===== config.mk =====
export PLATFORM = sky130hd
export DESIGN_NAME = mux2_sel_reg
export DESIGN_NICKNAME = d
export VERILOG_FILES = /design/src/rtl/mux2_pkg.sv /design/src/rtl/mux2_comb.sv /design/src/rtl/mux2_sel_reg.sv
export SDC_FILE = /design/constraint.sdc
export NUM_CORES = 1
export LEC_CHECK = 0
export ABC_AREA = 1
export CAP_MARGIN = 20
export CORE_MARGIN = 2
export CORE_UTILIZATION = 35
export DETAILED_ROUTE_END_ITERATION = 8
export GPL_TIMING_DRIVEN = 0
export PLACE_DENSITY = 0.62
export SLEW_MARGIN = 20
export SYNTH_ARGS = -nofsm -noshare
export SYNTH_HDL_FRONTEND = slang
export SYNTH_SLANG_ARGS = --single-unit
export TNS_END_PERCENT = 20

===== constraint.sdc =====
create_clock -name clk -period 1.4 [get_ports clk]
set_clock_uncertainty 0.1 [all_clocks]
set_input_delay 0.21 -clock clk [delete_from_list [all_inputs] [get_ports clk]]
set_output_delay 0.21 -clock clk [all_outputs]
set_load 0.05 [all_outputs]

===== src/rtl/mux2_pkg.sv =====
// Shared constants for the mux2_sel_reg slice: select encodings and default sizes.
package mux2_pkg;

    localparam logic SEL_A = 1'b0;
    localparam logic SEL_B = 1'b1;

    localparam int DEF_WIDTH     = 1;
    localparam int DEF_SEL_CNT_W = 8;

endpackage : mux2_pkg


===== src/rtl/mux2_comb.sv =====
// Purely combinational WIDTH-bit 2:1 selector; no clock, no reset.
module mux2_comb
    import mux2_pkg::*;
#(
    parameter int WIDTH = DEF_WIDTH
) (
    input  logic             sel_i,
    input  logic [WIDTH-1:0] a_i,
    input  logic [WIDTH-1:0] b_i,
    output logic [WIDTH-1:0] y_o
);

    always_comb begin
        y_o = a_i;
        if (sel_i == SEL_B) begin
            y_o = b_i;
        end
    end

endmodule : mux2_comb


===== src/rtl/mux2_sel_reg.sv =====
// 2:1 selector with a registered output copy and a Select-transition counter.
// Optional even parity of Y_q is enabled by defining MUX2_PARITY_EN.
module mux2_sel_reg
    import mux2_pkg::*;
#(
    parameter int WIDTH     = DEF_WIDTH,
    parameter int SEL_CNT_W = DEF_SEL_CNT_W
) (
    input  logic                 clk,
    input  logic                 rst,
    input  logic                 Select,
    input  logic [WIDTH-1:0]     A_in,
    input  logic [WIDTH-1:0]     B_in,
    output logic [WIDTH-1:0]     Y,
    output logic [WIDTH-1:0]     Y_q,
    output logic [SEL_CNT_W-1:0] sel_cnt
`ifdef MUX2_PARITY_EN
    ,
    output logic                 Y_par
`endif
);

    logic [WIDTH-1:0]     y_comb;
    logic [WIDTH-1:0]     y_q;
    logic [WIDTH-1:0]     y_d;
    logic                 sel_prev_q;
    logic                 sel_prev_d;
    logic [SEL_CNT_W-1:0] sel_cnt_q;
    logic [SEL_CNT_W-1:0] sel_cnt_d;

    mux2_comb #(
        .WIDTH(WIDTH)
    ) u_comb (
        .sel_i(Select),
        .a_i  (A_in),
        .b_i  (B_in),
        .y_o  (y_comb)
    );

    // Counter wraps naturally from all-ones to zero.
    always_comb begin
        y_d        = y_comb;
        sel_prev_d = Select;
        sel_cnt_d  = sel_cnt_q;
        if (Select != sel_prev_q) begin
            sel_cnt_d = sel_cnt_q + SEL_CNT_W'(1);
        end
    end

    always_ff @(posedge clk or posedge rst) begin
        if (rst) begin
            y_q        <= '0;
            sel_prev_q <= SEL_A;
            sel_cnt_q  <= '0;
        end else begin
            y_q        <= y_d;
            sel_prev_q <= sel_prev_d;
            sel_cnt_q  <= sel_cnt_d;
        end
    end

`ifdef MUX2_PARITY_EN
    logic par_q;
    logic par_d;

    // Parity is taken from the value being captured so it always matches Y_q.
    always_comb begin
        par_d = ^y_d;
    end

    always_ff @(posedge clk or posedge rst) begin
        if (rst) begin
            par_q <= 1'b0;
        end else begin
            par_q <= par_d;
        end
    end

    assign Y_par = par_q;
`endif

    assign Y       = y_comb;
    assign Y_q     = y_q;
    assign sel_cnt = sel_cnt_q;

endmodule : mux2_sel_reg


==> results.json <==
{
  "status": "completed",
  "drt_iter0_drc": 5,
  "numPortBuffers": 14,
  "die_height_um": 41.9,
  "final_common_cell": "nand2_1",
  "crit_slowest_cell": "dfrtp_1",
  "setup_viol": 0,
  "grt_pass1_vias": 378,
  "end_kind": "output pin",
  "worstPathCellList": "clkdlybuf4s18_2",
  "ys_seq_elements": 10,
  "drc": 0,
  "tightest_slew_ps": 379,
  "syn_to_final_growth_pct": 34.8,
  "path_buf_inv": 1,
  "p_leak_nw": 0.357,
  "hold_violations": 0,
  "routabilityCongestion": 0.721,
  "dp_cells": 90,
  "grtUsageTotal_pct": 12.2,
  "cp_max_fo": 4,
  "period_needed_ps": 1350,
  "cp.required_ps": 1090,
  "rsz0062_at_grt": "false",
  "fin_ws_ps": 48.9,
  "vias_per_cell": 4.30,
  "grt_max_degree": 11,
  "final_cell_count_no_fill": 94,
  "grt_pass1_wl_um": 1560,
  "rows": 13,
  "cts_buffers": 3,
  "die_w_um": 41.9,
  "clkSinkCount": 10,
  "dp_hpwl_um": 678,
  "clk_pin_slew_ps": 70,
  "synth.net_count": 67,
  "syn_area_per_cell_sq_um": 8.25,
  "max-vdd-ir-drop_mv": 0.977,
  "cp_num_cells": 1,
  "first_pass_iters": 2,
  "wl_per_cell_um": 9.54,
  "drv_cap": 0,
  "layout_common_cells": "20 x nand2_1, 13 x inv_1, 8 x dfrtp_1, 5 x clkdlybuf4s15_2, 4 x nand3_1",
  "path_class": "reg -> out",
  "num_vias": 404,
  "synth_cells": 61,
  "cts.path.max_buffers": 2,
  "cpPeakStageDelay_ps": 400,
  "dp_slack_ps": -620,
  "antenna_found_initial": 0,
  "synth_area_sq_um": 503,
  "critPathTopFamily": "flip-flops",
  "crit_arrival_ps": 1040,
  "yosys_warnings": 0,
  "hold_path_class": "in -> async",
  "power.density_nw_per_um2": 2220,
  "cts_tree": "yes",
  "drive_gt1_share_pct": 24.1,
  "finalMaxSlewViolations": 0,
  "layout.nets": 86,
  "r2r_setup_slack_ps": 170,
  "slew_headroom_pct": 74.7,
  "die_area_sq_um": 1760,
  "totalWireLength_um": 897,
  "gr-total-overflow": 0,
  "core_sq_um": 1320,
  "htree_levels": 1,
  "boundaryPins": 15,
  "clk_latency_ps": 260,
  "start_kind": "flop",
  "synth.distinct_cells": 12,
  "yosysSeqAreaShare_pct": 49.8,
  "n_antenna_cell": 0,
  "cts_hold_buf": 0,
  "ant_nets": 0,
  "cts_root_buf": "clkbuf_4",
  "start_util_pct": 38.2,
  "r2r_cells": 6,
  "finalCritPeriodShare_pct": 96.5,
  "fmax_mhz": 740
}
==> state kept, by name, indices dropped and copies added (netlist names) <==
name,cells
Y_q,1
sel_cnt,8
sel_prev_q,1
==> layout make-up <==
cell class                 instances  area (sq um)
fill                             127           639
sequential                        10           253
multi-input combinational         37           193
timing repair buffer              14           128
inverter                          13          48.8
clock buffer                       4          26.3
tap                               15          18.8
buffer                             1          11.3
==> stage by stage <==
stage / area [sq um] / hold slack (ps) / utilization [%] / TNS [ps] / total power, mW
finish: 678 / 114 / 51.5 / 0 / 1.50
floorplan: 505 / -50.0 / - / 0 / 1.10
detailed placement: 664 / 404 / 50.4 / -2000 / 1.37
global route: 678 / 136 / 51.5 / 0 / 1.61
CTS: 691 / 121 / 52.4 / -85.0 / 1.54
global placement: 664 / 388 / 50.4 / -1870 / 1.36
==> logic make-up after synthesis <==
| kind of cell | Yosys count | share of synthesized area, % |
|---|---|---|
| xor+xnor | 4 | 6.97 |
| buf+inv | 14 | 11.9 |
| fa+ha+maj | 1 | 2.49 |
| flops | 10 | 49.8 |
| simple gates | 32 | 28.9 |
==> where the power goes <==
part,internal [mW],switching [mW],total [mW]
Clock,0.110,0.0985,0.209
Combinational,0.233,0.553,0.786
Sequential,0.396,0.114,0.510
==> cells in the mapped netlist <==
| cell | instances | share of area, % |
|---|---|---|
| nand2_1 | 20 | 15 |
| inv_1 | 13 | 9.7 |
| dfrtp_1 | 10 | 50 |
| nand3_1 | 4 | 4.0 |
| nand4_1 | 3 | 3.7 |
| xnor2_1 | 3 | 5.2 |
| nand2_2 | 2 | 2.5 |
| nor2_1 | 2 | 1.5 |
| buf_6 | 1 | 2.2 |
| ha_1 | 1 | 2.5 |
| nor2_4 | 1 | 2.2 |
| xor2_1 | 1 | 1.7 |
==> worst paths after layout <==
check,from,endpoint
hold reg to reg,sel_cnt[0]$_DFFE_PP0P_,sel_cnt[0]$_DFFE_PP0P_
setup reg to reg,sel_cnt[0]$_DFFE_PP0P_,sel_cnt[6]$_DFFE_PP0P_
setup / recovery,sel_cnt[4]$_DFFE_PP0P_,sel_cnt[4]
max in group asynchronous,rst,sel_cnt[1]$_DFFE_PP0P_
min in group clk,Select,sel_prev_q$_DFF_PP0_
hold / removal,rst,sel_prev_q$_DFF_PP0_
==> per-layer routing <==
metal,GRT usage [%],routed length (um)
met5,0,0
met4,11.6,14
met3,2.61,30
met2,16.9,431
met1,15.4,421
==> what timing repair did <==
item	in CTS	in global routing
setup endpoints to repair	10	3
buffers inserted	0	0
gates resized for setup	35	4
No activity file was read; power rests on OpenSTA's default activity.
